`src/rtl/mips_dlx.sv`:
```
// Single-cycle 32-bit MIPS/DLX core with an internal program ROM and data RAM.
// Executes add/sub/and/or/slt, addi, lw, sw, beq and j; anything else is a NOP.
module mips_dlx #(
    parameter int unsigned IMEM_WORDS = 64,
    parameter int unsigned DMEM_WORDS = 64
) (
    input  logic clock,
    input  logic reset,
    output logic zero
);

    localparam int unsigned ImemAw = $clog2(IMEM_WORDS);
    localparam int unsigned DmemAw = $clog2(DMEM_WORDS);

    localparam logic [5:0] OpRtype = 6'h00;
    localparam logic [5:0] OpJ     = 6'h02;
    localparam logic [5:0] OpBeq   = 6'h04;
    localparam logic [5:0] OpAddi  = 6'h08;
    localparam logic [5:0] OpLw    = 6'h23;
    localparam logic [5:0] OpSw    = 6'h2B;

    localparam logic [5:0] FnAdd = 6'h20;
    localparam logic [5:0] FnSub = 6'h22;
    localparam logic [5:0] FnAnd = 6'h24;
    localparam logic [5:0] FnOr  = 6'h25;
    localparam logic [5:0] FnSlt = 6'h2A;

    typedef enum logic [2:0] {AluAdd, AluSub, AluAnd, AluOr, AluSlt} alu_op_e;

    logic [31:0] pc_q, pc_d;
    logic [31:0] rf_q [32];
    logic [31:0] dmem_q [DMEM_WORDS];
    logic        zero_q, zero_d;

    logic [31:0] instr;
    logic [5:0]  opcode, funct;
    logic [4:0]  rs, rt, rd;
    logic [31:0] imm_sext;
    logic [31:0] rs_val, rt_val;
    logic [31:0] pc_plus4, pc_next;
    logic [31:0] alu_b, alu_result;
    logic [31:0] mem_rdata;
    alu_op_e     alu_op;
    logic        valid, is_jump, is_branch;
    logic        reg_we, mem_we, wb_from_mem, use_imm;
    logic [4:0]  wr_addr;
    logic [31:0] wr_data;
    logic [4:0]  unused_shamt;

    // Program ROM; unprogrammed words read as 0 (sll $0, a NOP).
    always_comb begin
        instr = 32'h0000_0000;
        unique case (pc_q[ImemAw+1:2])
            ImemAw'(0): instr = 32'h2001_0005;  // addi $1,$0,5
            ImemAw'(1): instr = 32'h2002_0005;  // addi $2,$0,5
            ImemAw'(2): instr = 32'h0022_1822;  // sub  $3,$1,$2
            ImemAw'(3): instr = 32'h0022_2020;  // add  $4,$1,$2
            ImemAw'(4): instr = 32'hAC04_0004;  // sw   $4,4($0)
            ImemAw'(5): instr = 32'h8C05_0004;  // lw   $5,4($0)
            ImemAw'(6): instr = 32'h10A4_0001;  // beq  $5,$4,+1
            ImemAw'(7): instr = 32'h2006_0001;  // addi $6,$0,1
            ImemAw'(8): instr = 32'h0800_0008;  // j    8
            default:    instr = 32'h0000_0000;
        endcase
    end

    assign opcode       = instr[31:26];
    assign rs           = instr[25:21];
    assign rt           = instr[20:16];
    assign rd           = instr[15:11];
    assign unused_shamt = instr[10:6];
    assign funct        = instr[5:0];
    assign imm_sext     = {{16{instr[15]}}, instr[15:0]};
    assign rs_val       = rf_q[rs];
    assign rt_val       = rf_q[rt];
    assign pc_plus4     = pc_q + 32'd4;

    // Decode: NOP by default so unsupported encodings change nothing but PC.
    always_comb begin
        valid       = 1'b0;
        is_jump     = 1'b0;
        is_branch   = 1'b0;
        reg_we      = 1'b0;
        mem_we      = 1'b0;
        wb_from_mem = 1'b0;
        use_imm     = 1'b0;
        wr_addr     = rd;
        alu_op      = AluAdd;
        unique case (opcode)
            OpRtype: begin
                valid = 1'b1;
                unique case (funct)
                    FnAdd:   alu_op = AluAdd;
                    FnSub:   alu_op = AluSub;
                    FnAnd:   alu_op = AluAnd;
                    FnOr:    alu_op = AluOr;
                    FnSlt:   alu_op = AluSlt;
                    default: valid  = 1'b0;
                endcase
                reg_we = valid;
            end
            OpAddi: begin
                valid = 1'b1; reg_we = 1'b1; use_imm = 1'b1; wr_addr = rt;
            end
            OpLw: begin
                valid = 1'b1; reg_we = 1'b1; use_imm = 1'b1; wr_addr = rt; wb_from_mem = 1'b1;
            end
            OpSw: begin
                valid = 1'b1; mem_we = 1'b1; use_imm = 1'b1;
            end
            OpBeq: begin
                valid = 1'b1; is_branch = 1'b1; alu_op = AluSub;
            end
            OpJ:     is_jump = 1'b1;
            default: valid = 1'b0;
        endcase
    end

    // ALU, wrap-around arithmetic with no overflow detection.
    always_comb begin
        alu_b = use_imm ? imm_sext : rt_val;
        unique case (alu_op)
            AluAdd:  alu_result = rs_val + alu_b;
            AluSub:  alu_result = rs_val - alu_b;
            AluAnd:  alu_result = rs_val & alu_b;
            AluOr:   alu_result = rs_val | alu_b;
            AluSlt:  alu_result = {31'd0, $signed(rs_val) < $signed(alu_b)};
            default: alu_result = 32'h0;
        endcase
    end

    assign mem_rdata = dmem_q[alu_result[DmemAw+1:2]];
    assign wr_data   = wb_from_mem ? mem_rdata : alu_result;

    // Next PC selection and zero-flag update.
    always_comb begin
        pc_next = pc_plus4;
        zero_d  = zero_q;
        if (is_jump) begin
            pc_next = {pc_plus4[31:28], instr[25:0], 2'b00};
        end else if (valid) begin
            zero_d = (alu_result == 32'h0);
            if (is_branch && zero_d) begin
                pc_next = pc_plus4 + {imm_sext[29:0], 2'b00};
            end
        end
        // Wrap within the ROM address space.
        pc_d = {{(30-ImemAw){1'b0}}, pc_next[ImemAw+1:0]};
    end

    // PC, register file and zero flag; asynchronous clear.
    always_ff @(posedge clock or posedge reset) begin
        if (reset) begin
            pc_q   <= 32'h0;
            zero_q <= 1'b0;
            for (int i = 0; i < 32; i++) begin
                rf_q[i] <= 32'h0;
            end
        end else begin
            pc_q   <= pc_d;
            zero_q <= zero_d;
            if (reg_we && (wr_addr != 5'd0)) begin
                rf_q[wr_addr] <= wr_data;
            end
        end
    end

    // Data RAM write port; contents survive reset.
    always_ff @(posedge clock) begin
        if (mem_we && !reset) begin
            dmem_q[alu_result[DmemAw+1:2]] <= rt_val;
        end
    end

    assign zero = zero_q;

endmodule

```
`config.mk`:
```
export PLATFORM = sky130hd
export DESIGN_NAME = mips_dlx
export DESIGN_NICKNAME = d
export VERILOG_FILES = /design/src/rtl/mips_dlx.sv
export SDC_FILE = /design/constraint.sdc
export NUM_CORES = 2
export LEC_CHECK = 0
export ABC_CLOCK_PERIOD_IN_PS = 10600
export BUFFER_PORTS_ARGS = -buffer_cell sky130_fd_sc_hd__buf_4
export CAP_MARGIN = 15
export CORE_UTILIZATION = 40
export CTS_BUF_LIST = sky130_fd_sc_hd__clkbuf_16
export CTS_CLUSTER_SIZE = 28
export DETAILED_ROUTE_END_ITERATION = 8
export SYNTH_ARGS = -nofsm -noshare
export SYNTH_HDL_FRONTEND = slang
export SYNTH_SLANG_ARGS = --single-unit
```
`constraint.sdc`:
```
create_clock -name clock -period 10.6 [get_ports clock]
set_input_delay 0.53 -clock clock [delete_from_list [all_inputs] [get_ports clock]]
set_output_delay 0.53 -clock clock [all_outputs]
set_load 0.01 [all_outputs]
```
==> metrics.yaml <==
outcome: "finished, final reports clean"
crit_family: "simple AND/OR/NAND/NOR gates"
startpoint_type: "flip-flop"
worstPathCellList: "nor3_2, nand2_2, buf_4, nand2_1, nand3_1, a31oi_1, inv_2, nand2_1, ha_1, a21oi_1, a21oi_1, o311ai_1, o211ai_1, a21oi_1, and2_2, nand4_1, nand3_1, nor4_1, buf_4, o21ai_1, mux2_2"
crit_type: "reg -> reg"
grt_usage_pct: 27.2
worst-path-stages: 21
cts_setup_buffers: 0
cts_resized: 0
grt_overflow: 0
tightest_slew_ns: 1.29
core_area_um2: 244000
synth-edff-count: 2048
clkSlewWorstSetupHoldPaths_ns: 0.09
reg2regPathDepth: 21
final_layout_size_suffix_gt1_share_pct: 14.0
placed_cells: 10281
path_max_fanout: 36
syn-num-nets: 7382
synth_cell_types: 103
cts_tree: "yes"
cts.path.max_buffers: 3
power_leakage_nw: 40.6
postRouteAntennaNets: 0
critical_path_buf_inv_count: 3
synthArstFlopShare_pct: 11.4
power.density_nw_per_um2: 159
slowest_delay_ns: 0.83
synth_most_common_cell: "edfxtp_1"
grt_max_degree: 115
boundaryPins: 3
utilization_pct: 45.6
row_count: 181
synthTopCellsByArea: "edfxtp_1 (62%), dfrtp_1 (6.7%), nand2_1 (5.6%)"
antenna_found_initial: 17
crit_required_ns: 11.39
dieHeight_um: 498
grt_first_pass_wirelength_um: 483000
die_x_um: 498
critPathArrivalTime_ns: 9.74
rsz0062_at_grt: "no"
hold_viol_final: 0
holdCritPathClass: "in -> async"
yosysTopAreaCellShare_pct: 62.5
slew_headroom_pct: 13.0
drv_cap: 0
drt_iter0_drc: 10208
synth_area_leader_cell: "edfxtp_1"
wl_per_cell_um: 32.1
cts_hold_buf: 1
wirelength_um: 344000
ys_warn_count: 0
root_buffer: "clkbuf_16"
instances_no_fill: 10707
vdd.ir_drop.worst_mv: 0.153
seq_area_frac_synth_pct: 69.2
slew_viol_final: 0
cp_slowest_cell: "and2_2"
routed-via-count: 66543
gp_congestion: 0.947
place.port_buffers: 2
numCtsBuffers: 232
period_needed_ns: 8.96
die-area_um2: 248000
hold-worst-slack_ns: 0.387
endpoint_kind: "flip-flop"
place_hpwl_um: 208000
syn_area_um2: 98400
syn_area_per_cell_um2: 13.5
dr.pass1.iters: 8
syn_inst: 7267
timing.fmax_ghz: 0.112
drc: 0
worstSkewPairLatency_ns: 0.94
cts_sinks: 2311
fin_skew_ns: 0.106
viasPerCell: 6.21
synth-main-ff-cell: "edfxtp_1"
tns_ns: 0
start_util_pct: 40.4
grt_pass1_vias: 62534
finalSetupViolCount: 0
yosys_register_bits: 2311
yosys-top-cells-count: "edfxtp_1 (2048), nand2_1 (1471), nand3_1 (286)"
fin_nets: 7430
fin_crit_sh_pct: 84.5
area_growth_pct: 12.9
htreeDepth: 4
cpMostUsedCell: "a21oi_1"
==> cell type report <==
type | count | area (um^2)
Clock inverter | 190 | 1430
Timing Repair Buffer | 325 | 3080
Tap cell | 3202 | 4010
Sequential cell | 2311 | 68100
Clock buffer | 232 | 5810
Antenna cell | 2 | 5.00
Inverter | 133 | 507
Multi-Input combinational cell | 4312 | 28300
Fill cell | 21281 | 133000
==> final timing paths <==
path | from | end | slack [ns]
min reg2reg | rf_q[1007]$_DFFE_PP0P_ | rf_q[1007]$_DFFE_PP0P_ | 0.40
min in group clock | rf_q[1007]$_DFFE_PP0P_ | rf_q[1007]$_DFFE_PP0P_ | 0.40
max | pc_q[5]$_DFF_PP0_ | rf_q[865]$_DFFE_PP0P_ | 1.64
max in group asynchronous | reset | pc_q[4]$_DFF_PP0_ | 8.44
min | reset | zero$_DFFE_PP0P_ | 0.39
max reg2reg | pc_q[5]$_DFF_PP0_ | rf_q[865]$_DFFE_PP0P_ | 1.64
==> registers in the layout, summed over array words and instances, names as in the netlist <==
| name | count |
|---|---|
| rf_q | 256 |
| dmem_q | 2048 |
| zero | 1 |
| pc_q | 6 |
==> routing by layer <==
metal	vias to the layer above	track usage (%)	wire (um)
met2	4209	41.3	154000
met5	-	0	67
met1	34047	38.4	138000
li1	27648	-	-
met4	10	9.73	13500
met3	629	5.80	38800
==> metrics by stage <==
stage | power, W | setup slack, ns | area (um^2)
6_report | 0.0177 | 1.64 | 111000
5_1_grt | 0.0181 | 1.36 | 111000
4_1_cts | 0.0177 | 1.77 | 111000
3_5_place_dp | 0.0100 | 1.78 | 104000
3_3_place_gp | 0.0100 | 1.86 | 104000
2_1_floorplan | 0.00999 | 2.65 | 98400
==> cell usage in the layout (no fill, tap or decap), types with 65 or more instances in the layout <==
cell and count:
and3_1 154, nand4_1 65, a21oi_1 249, ha_1 109, clkinv_1 72, o21ai_0 186, a32oi_1 105, a31oi_1 92
dfrtp_1 262, a211oi_1 68, nor2_4 76, nand3_1 286, nand2_1 1467, buf_4 272, mux2_2 127, mux2i_1 230
a311oi_1 101, clkbuf_16 232, edfxtp_1 2048, mux4_2 122, inv_1 154, nor2_1 184
==> cell families after synthesis <==
family,after synthesis,synth area share [%]
xor gates and xnor gates,21,0.187
buffers and inverters,644,2.85
AOI/OAI and AO/OA,1286,9.13
muxes,480,6.59
adders and majority gates,113,1.46
DFF,2311,69.2
and+or+nand+nor,2412,10.6
==> worst register-to-register path, cell delays in order, from the launching register on <==
cell and delay [ns]:
dfrtp_1 0.56, nor3_2 0.79, nand2_2 0.77, buf_4 0.50
nand2_1 0.09, nand3_1 0.07, a31oi_1 0.47, inv_2 0.16
nand2_1 0.15, ha_1 0.40, a21oi_1 0.59, a21oi_1 0.15
o311ai_1 0.41, o211ai_1 0.31, a21oi_1 0.38, and2_2 0.83
nand4_1 0.55, nand3_1 0.49, nor4_1 0.15, buf_4 0.20
o21ai_1 0.56, mux2_2 0.29
==> where the power goes <==
group / total (W) / internal (W) / switching [W] / leakage (nW)
registers: 0.00979 / 0.00978 / 0.00000626 / 26.7
logic: 0.0000280 / 0.00000497 / 0.0000230 / 10.2
clock network: 0.00785 / 0.00424 / 0.00361 / 3.68
total: 0.0177 / 0.0140 / 0.00364 / 40.6
Note: power is estimated with default switching activity, not from simulation.
